`config.mk`:
```
export PLATFORM = sky130hd
export DESIGN_NAME = fetch_unit
export DESIGN_NICKNAME = d
export VERILOG_FILES = /design/src/rtl/rv32i_types.sv /design/src/rtl/fetch_skid.sv /design/src/rtl/fetch_unit.sv
export SDC_FILE = /design/constraint.sdc
export NUM_CORES = 1
export LEC_CHECK = 0
export ABC_CLOCK_PERIOD_IN_PS = 4000
export BUFFER_PORTS_ARGS = -buffer_cell sky130_fd_sc_hd__buf_4
export CELL_PAD_IN_SITES_DETAIL_PLACEMENT = 0
export CELL_PAD_IN_SITES_GLOBAL_PLACEMENT = 1
export CORE_ASPECT_RATIO = 2
export CORE_MARGIN = 2
export CORE_UTILIZATION = 40
export CTS_BUF_LIST = sky130_fd_sc_hd__clkbuf_16
export DETAILED_ROUTE_END_ITERATION = 6
export GPL_TIMING_DRIVEN = 0
export PLACE_DENSITY_LB_ADDON = 0.08
export REMOVE_ABC_BUFFERS = 1
export SLEW_MARGIN = 20
export SYNTH_ARGS = -nofsm -noshare
export SYNTH_HDL_FRONTEND = slang
export SYNTH_SLANG_ARGS = --single-unit
```
`constraint.sdc`:
```
create_clock -name clk -period 4 [get_ports clk]
set_input_delay 0.4 -clock clk [delete_from_list [all_inputs] [get_ports clk]]
set_output_delay 0.4 -clock clk [all_outputs]
set_load 0.02 [all_outputs]
```
`src/rtl/rv32i_types.sv`:
```
// rv32i_types: shared pipeline types and constants for the fetch stage
package rv32i_types;
  typedef enum logic [1:0] {FETCH, HOLD, DROP} fetch_state_t;
  localparam logic [31:0] NOP_WORD = 32'h0000_0013;
  localparam logic [31:0] PC_RESET = 32'h0000_0060;
endpackage

```
`src/rtl/fetch_skid.sv`:
```
// fetch_skid: one-entry word+pc buffer holding a fetch that returns under stall
module fetch_skid (
  input  logic        clk,
  input  logic        rst,
  input  logic        load,
  input  logic        clear,
  input  logic [31:0] d_word,
  input  logic [31:0] d_pc,
  output logic [31:0] word,
  output logic [31:0] pc,
  output logic        valid
);
  always_ff @(posedge clk)
    if (rst) valid <= 1'b0;
    else if (load) valid <= 1'b1;
    else if (clear) valid <= 1'b0;
  always_ff @(posedge clk)
    if (load) begin
      word <= d_word;
      pc <= d_pc;
    end
endmodule

```
`src/rtl/fetch_unit.sv`:
```
// fetch_unit: PC owner, I-cache requester and IF/ID register with skid and redirect squash
module fetch_unit #(
  parameter logic [31:0] PC_RESET = rv32i_types::PC_RESET,
  parameter logic [31:0] NOP_WORD = rv32i_types::NOP_WORD
) (
  input  logic        clk,
  input  logic        rst,
  input  logic        stall,
  input  logic        redirect,
  input  logic [31:0] redirect_pc,
  output logic        inst_read,
  output logic [31:0] inst_addr,
  input  logic [31:0] inst_rdata,
  input  logic        inst_resp,
  output logic [31:0] instr,
  output logic [31:0] instr_pc,
  output logic        flush
);
  import rv32i_types::*;
  fetch_state_t state, state_nx;
  logic [31:0] pc, req_addr, tgt, skid_word, skid_pc;
  logic skid_valid, skid_load, skid_clear, take;
  assign tgt = {redirect_pc[31:2], 2'b00};
  assign take = state == FETCH && inst_resp && !redirect;
  assign skid_load = take && stall;
  assign skid_clear = state == HOLD && (redirect || !stall);
  fetch_skid u_skid (
    .clk(clk),
    .rst(rst),
    .load(skid_load),
    .clear(skid_clear),
    .d_word(inst_rdata),
    .d_pc(req_addr),
    .word(skid_word),
    .pc(skid_pc),
    .valid(skid_valid)
  );
  always_ff @(posedge clk)
    if (rst) state <= FETCH;
    else state <= state_nx;
  always_comb begin
    state_nx = state;
    case (state)
      FETCH: state_nx = redirect ? (inst_resp ? FETCH : DROP) : (inst_resp && stall) ? HOLD : FETCH;
      HOLD: state_nx = (redirect || !stall) ? FETCH : HOLD;
      DROP: state_nx = inst_resp ? FETCH : DROP;
      default: state_nx = FETCH;
    endcase
  end
  always_comb begin
    inst_read = state != HOLD;
    inst_addr = req_addr;
  end
  always_ff @(posedge clk)
    if (rst) begin
      pc <= PC_RESET;
      req_addr <= PC_RESET;
    end else
      case (state)
        FETCH:
          if (redirect) begin
            pc <= tgt;
            if (inst_resp) req_addr <= tgt;
          end else if (inst_resp) begin
            pc <= req_addr + 32'd4;
            req_addr <= req_addr + 32'd4;
          end
        HOLD:
          if (redirect) begin
            pc <= tgt;
            req_addr <= tgt;
          end
        DROP: begin
          if (redirect) pc <= tgt;
          if (inst_resp) req_addr <= redirect ? tgt : pc;
        end
        default: ;
      endcase
  always_ff @(posedge clk)
    if (rst) begin
      instr <= NOP_WORD;
      instr_pc <= 32'd0;
      flush <= 1'b1;
    end else if (redirect) begin
      instr <= NOP_WORD;
      flush <= 1'b1;
    end else if (!stall) begin
      instr <= skid_valid ? skid_word : take ? inst_rdata : NOP_WORD;
      instr_pc <= skid_valid ? skid_pc : take ? req_addr : instr_pc;
      flush <= !(skid_valid || take);
    end
endmodule

```
Word-level counts from Yosys, hierarchy flattened
Cells that the tools add are included.
{ "word_totals": {"ff_bits": 196, "elab_cells": 59} }
{ "op_classes": {"n_mux": 20, "reduce_logical": 20, "bitwise_logic": 2, "eq_ne": 7, "n_addsub": 1} }
{ "ops": {"columns": ["op", "count"], "rows": [
  ["32-bit two-way mux", 11],
  ["32-bit case mux with 3 select lines", 1],
  ["32-bit case mux with 2 select lines", 1],
  ["32-bit by 3-bit adder with 32-bit output, second input constant", 1],
  ["2-bit inequality test, second input constant", 3],
  ["2-bit case mux with 3 select lines", 1],
  ["2-bit nonzero test", 3],
  ["1-bit logical AND", 5],
  ["1-bit two-way mux", 4],
  ["2-bit two-way mux", 2],
  ["4-bit AND reduction", 1],
  ["2-bit OR reduction", 2],
  ["1-bit zero test", 3],
  ["3-bit inequality test, second input constant", 1],
  ["3-bit AND reduction", 1],
  ["3-bit nonzero test", 1],
  ["2-bit by 1-bit == test with 1-bit output, second input constant", 1],
  ["2-bit == test, second input constant", 1],
  ["2-bit zero test", 1],
  ["1-bit logical OR", 2],
  ["2-bit by 1-bit inequality test with 1-bit output, second input constant", 1],
  ["1-bit inverter", 2],
  ["2-bit AND reduction", 1]
]} }

Longest topological paths before layout
{ "logic_depth": {"depth_word": 5, "mapped_depth": 10, "mapped_depth_nobuf": 7} }

Hierarchy
Synthesis repeated with hierarchy kept, for this count alone.
{ "unflattened": {"hier_cells": 917, "hier_area_um2": 9096.2} }
{ "modules_own_cells": {"columns": ["mod", "instances", "area_per_inst_um2", "cells_per_inst"], "rows": [
  ["fetch_unit", 1, 7135.6, 849],
  ["fetch_skid", 1, 1960.6, 68]
]} }

Worst setup path after synthesis
Ideal clock, no wire load.
{ "synth_path": {"path_type": "input port to flip-flop", "start": "input port stall", "end": "register u_skid.pc[0], enable pin", "t_arrival_ns": 2.735, "setup_time_ns": 0.429, "required_time_ns": 3.571, "cell_stages": 4, "setup_slack_ns": 0.836, "n_path_buf": 3, "cell_sequence": "clkbuf_1 > clkbuf_1 > clkbuf_1 > and2_1"} }
{ "synth_between": {"elab_chain_cells": 1} }
{ "synth_rtl": {"columns": ["element", "line", "source"], "rows": [
  ["start: declaration", "fetch_unit.sv:8", "input logic stall,"],
  ["1-bit logical AND", "fetch_unit.sv:25", "assign skid_load = take && stall;"],
  ["named net skid_load", "fetch_unit.sv:22", "logic skid_valid, skid_load, skid_clear, take;"],
  ["end signal: assignment", "fetch_skid.sv:20", "pc <= d_pc;"],
  ["end: declaration", "fetch_skid.sv:10", "output logic [31:0] pc,"]
]} }
The timed path passes the listed nets, and every way through them passes these cells.
A chain may end at the register's enable or synchronous reset.

Worst setup path in the final report
{ "layout_path": {"start": "register state[1]", "end": "register req_addr[22] (netlist: inst_addr[22])"} }
{ "layout_between": {"elab_chain_cells": 3} }
{ "layout_rtl": {"columns": ["element", "line", "source"], "rows": [
  ["start: declaration", "fetch_unit.sv:20", "fetch_state_t state, state_nx;"],
  ["start signal: assignment", "fetch_unit.sv:40", "else state <= state_nx;"],
  ["2-bit == test, or another cell as far along", "fetch_unit.sv:59", "case (state)"],
  ["2-bit inequality test (no source line) / 3-bit nonzero test (equally long branches)", null, null],
  ["4-bit AND reduction (no source line)", null, null],
  ["end signal: assignment", "fetch_unit.sv:63", "if (inst_resp) req_addr <= tgt;"],
  ["end signal: assignment", "fetch_unit.sv:66", "req_addr <= req_addr + 32'd4;"],
  ["end signal: assignment", "fetch_unit.sv:71", "req_addr <= tgt;"],
  ["end: declaration", "fetch_unit.sv:21", "logic [31:0] pc, req_addr, tgt, skid_word, skid_pc;"]
]} }
Several ways; a longest one is shown, not always the timed one.

==> results.json <==
{
  "status": "finished, final reports clean",
  "ant_nets": 0,
  "final_max_slew_viol_count": 0,
  "slew-limit-headroom_pct": 27.42,
  "crit_family": "compound AO/OA/AOI/OAI gates",
  "final-hold-violation-count": 0,
  "globalplace.congestion": 0.7944,
  "core_sq_um": 23130,
  "slowest_stage": "o22ai_4",
  "io_buffers": 164,
  "clock_latency_ns": 0.46,
  "async_reset_ff_share_pct": 0,
  "clk_pin_slew_worst_paths_ns": 0.07,
  "path_class": "reg2reg",
  "dp_hpwl_mm": 19.22,
  "finalClockSkew_ns": 0.01901,
  "dp_cells": 1328,
  "cp_max_fo": 35,
  "syn_avg_cell_area_sq_um": 9.697,
  "syn_inst": 962,
  "initial_core_util_pct": 40.33,
  "fp.dieH_um": 220.0,
  "io-pin-count": 167,
  "fp.dieArea_sq_um": 24630,
  "cp_data_required_time_ns": 4.33,
  "diodes": 0,
  "ys_seq_area_share_pct": 48.93,
  "synth_cell_types": 73,
  "fmax_mhz": 288.7,
  "synthTopCellsByArea": "dfxtp_1 (28%), edfxtp_1 (21%), mux2i_1 (3.9%), a211oi_1 (3.9%), nor2_1 (3.3%)",
  "fin_crit_sh_pct": 86.61,
  "drive_above_1_share_pct": 21.82,
  "fin_util_pct": 49.22,
  "critPathMaxStageDelay_ns": 0.62,
  "rsz0062_at_grt": "false",
  "cts_buffer_depth": 2,
  "cts_sinks": 196,
  "synth.top_cell.area_share_pct": 28.33,
  "grt_max_degree": 121,
  "grt_pass1_wl_mm": 45.96,
  "antenna_found_initial": 0,
  "ys_top_cells_by_count": "dfxtp_1 (132), nor2_1 (81), clkbuf_1 (70)",
  "yosysTopAreaCell": "dfxtp_1",
  "hp-class": "in2reg",
  "synthFlopType": "dfxtp_1",
  "layout.nets": 1138,
  "syn_to_final_growth_pct": 22.04,
  "critPathArrivalTime_ns": 3.80,
  "yosys_warnings": 0,
  "wl_mm": 29.64,
  "syn_area_sq_um": 9329,
  "h-tree-depth": 4,
  "cts.repair.resized": 0,
  "cp-end-kind": "register",
  "setup_tns_ns": 0,
  "crit_buf_inv": 4,
  "p_leak_nw": 4.036,
  "synth_edf_count": 64,
  "cts_post_setup_buffers_inserted": 0,
  "power.density_nw_per_um2": 411.6,
  "grt_pass1_vias": 8008,
  "drc_errors": 0,
  "rows": 79,
  "vias": 8261,
  "die_width_um": 112.0,
  "maxCapViolCount": 0,
  "cts_buffers": 17,
  "detail_route.vias_per_cell": 6.074,
  "irDropWorstVdd_v": 0.0003576,
  "worst_pin_slew_ns": 1.089,
  "critical_path.cell_chain": "inv_1 > ha_2 > buf_12 > clkinv_1 > o22ai_4 > buf_16 > a221o_1 > o21ai_0 > a2111oi_1",
  "grt_overflow": 0,
  "setup_viol": 0,
  "stdcell_count": 1360,
  "synthMostInstantiatedCell": "dfxtp_1",
  "fin_crit_ns": 3.464,
  "ys_seq_elements": 196,
  "clockRootBuffer": "clkbuf_16",
  "drt-initial-drc-count": 657,
  "cts_tree": "yes",
  "grt_usage_pct": 23.97,
  "dr.pass1.iters": 5,
  "worstSetupStartpointType": "register",
  "hold_buffers": 0,
  "wire_per_inst_um": 21.79
}
final timing paths:
| kind | slack [ns] | from | depth (start not counted) | to |
|---|---|---|---|---|
| setup / recovery | 0.54 | state[1]$_SDFF_PP0_ | 9 | inst_addr[22]$_SDFFE_PP0P_ |
| hold / removal | 0.13 | inst_rdata[22] | 1 | u_skid.word[22]$_DFFE_PP_ |
| setup reg to reg | 0.54 | state[1]$_SDFF_PP0_ | 9 | inst_addr[22]$_SDFFE_PP0P_ |
| hold reg to reg | 0.45 | pc[4]$_SDFFE_PP0P_ | 2 | pc[4]$_SDFFE_PP0P_ |
layout make-up:
type	instances	area [sq um]
clock inverter	15	126.4
inverter	45	170.2
sequential	196	4568
clock buffer	17	425.4
timing repair buffer	179	1479
fill	2228	11750
multi-input combinational	625	4262
tap	283	354.1
per-stage QoR:
step	setup slack (ns)	hold WS [ns]	power, mW	cell area (sq um)
6_report	0.5357	0.1309	4.686	11380
4_1_cts	0.5618	0.1064	4.739	11380
3_5_place_dp	0.4383	0.4451	3.068	10830
5_1_grt	0.3634	0.1090	4.891	11380
3_3_place_gp	-2.517	0.4421	3.029	10530
2_1_floorplan	-0.2789	0.4233	2.686	8945
metal layers:
metal  global-route usage (%)  share of wire [%]  vias up
met3                    4.098                5.0       49
met2                    43.68                 53      284
li1                         -                  -     3903
met1                    27.37                 39     4025
met5                        0                  0        -
met4                    10.41                3.0        0
worst register-to-register path, cell delays in order (launching register included):
cell and delay, ns:
dfxtp_1 0.36, inv_1 0.08, ha_2 0.51, buf_12 0.25, clkinv_1 0.59, o22ai_4 0.64
buf_16 0.21, a221o_1 0.20, o21ai_0 0.10, a2111oi_1 0.41
sequential cells by signal, summed over array words and instances (netlist names):
| name | count |
|---|---|
| u_skid.word | 32 |
| instr_pc | 32 |
| u_skid.valid | 1 |
| inst_addr | 32 |
| instr | 32 |
| flush | 1 |
| state | 2 |
| u_skid.pc | 32 |
| pc | 32 |
cells by family after synthesis:
group,synth area share [%]
adders and majority gates,0.6706
and+or+nand+nor,14.42
AOI/OAI and AO/OA,23.73
xor gates and xnor gates,1.502
buffers and inverters,5.928
DFF,48.93
muxes,4.828
layout by cell type (no fill, tap or decap), types with 13 or more instances in the layout:
cell	instances
buf_4	167
dfxtp_1	131
nor2_1	79
edfxtp_1	64
a211oi_1	48
inv_1	46
nand2_1	46
a21oi_1	46
mux2i_1	36
a221oi_1	33
o21ai_0	31
a2111oi_0	30
nand3_1	23
nor4_1	18
clkbuf_16	17
and3_1	16
nor3_1	14
xnor2_1	14
a22oi_1	13
nand4_1	13
where the power goes:
| group | switching, mW | total [mW] | leakage, nW | internal, mW |
|---|---|---|---|---|
| logic | 0.440 | 0.743 | 2.09 | 0.303 |
| registers | 0.115 | 2.28 | 1.68 | 2.17 |
| clock network | 0.761 | 1.66 | 0.270 | 0.901 |
No activity file was read; power rests on OpenSTA's default activity.
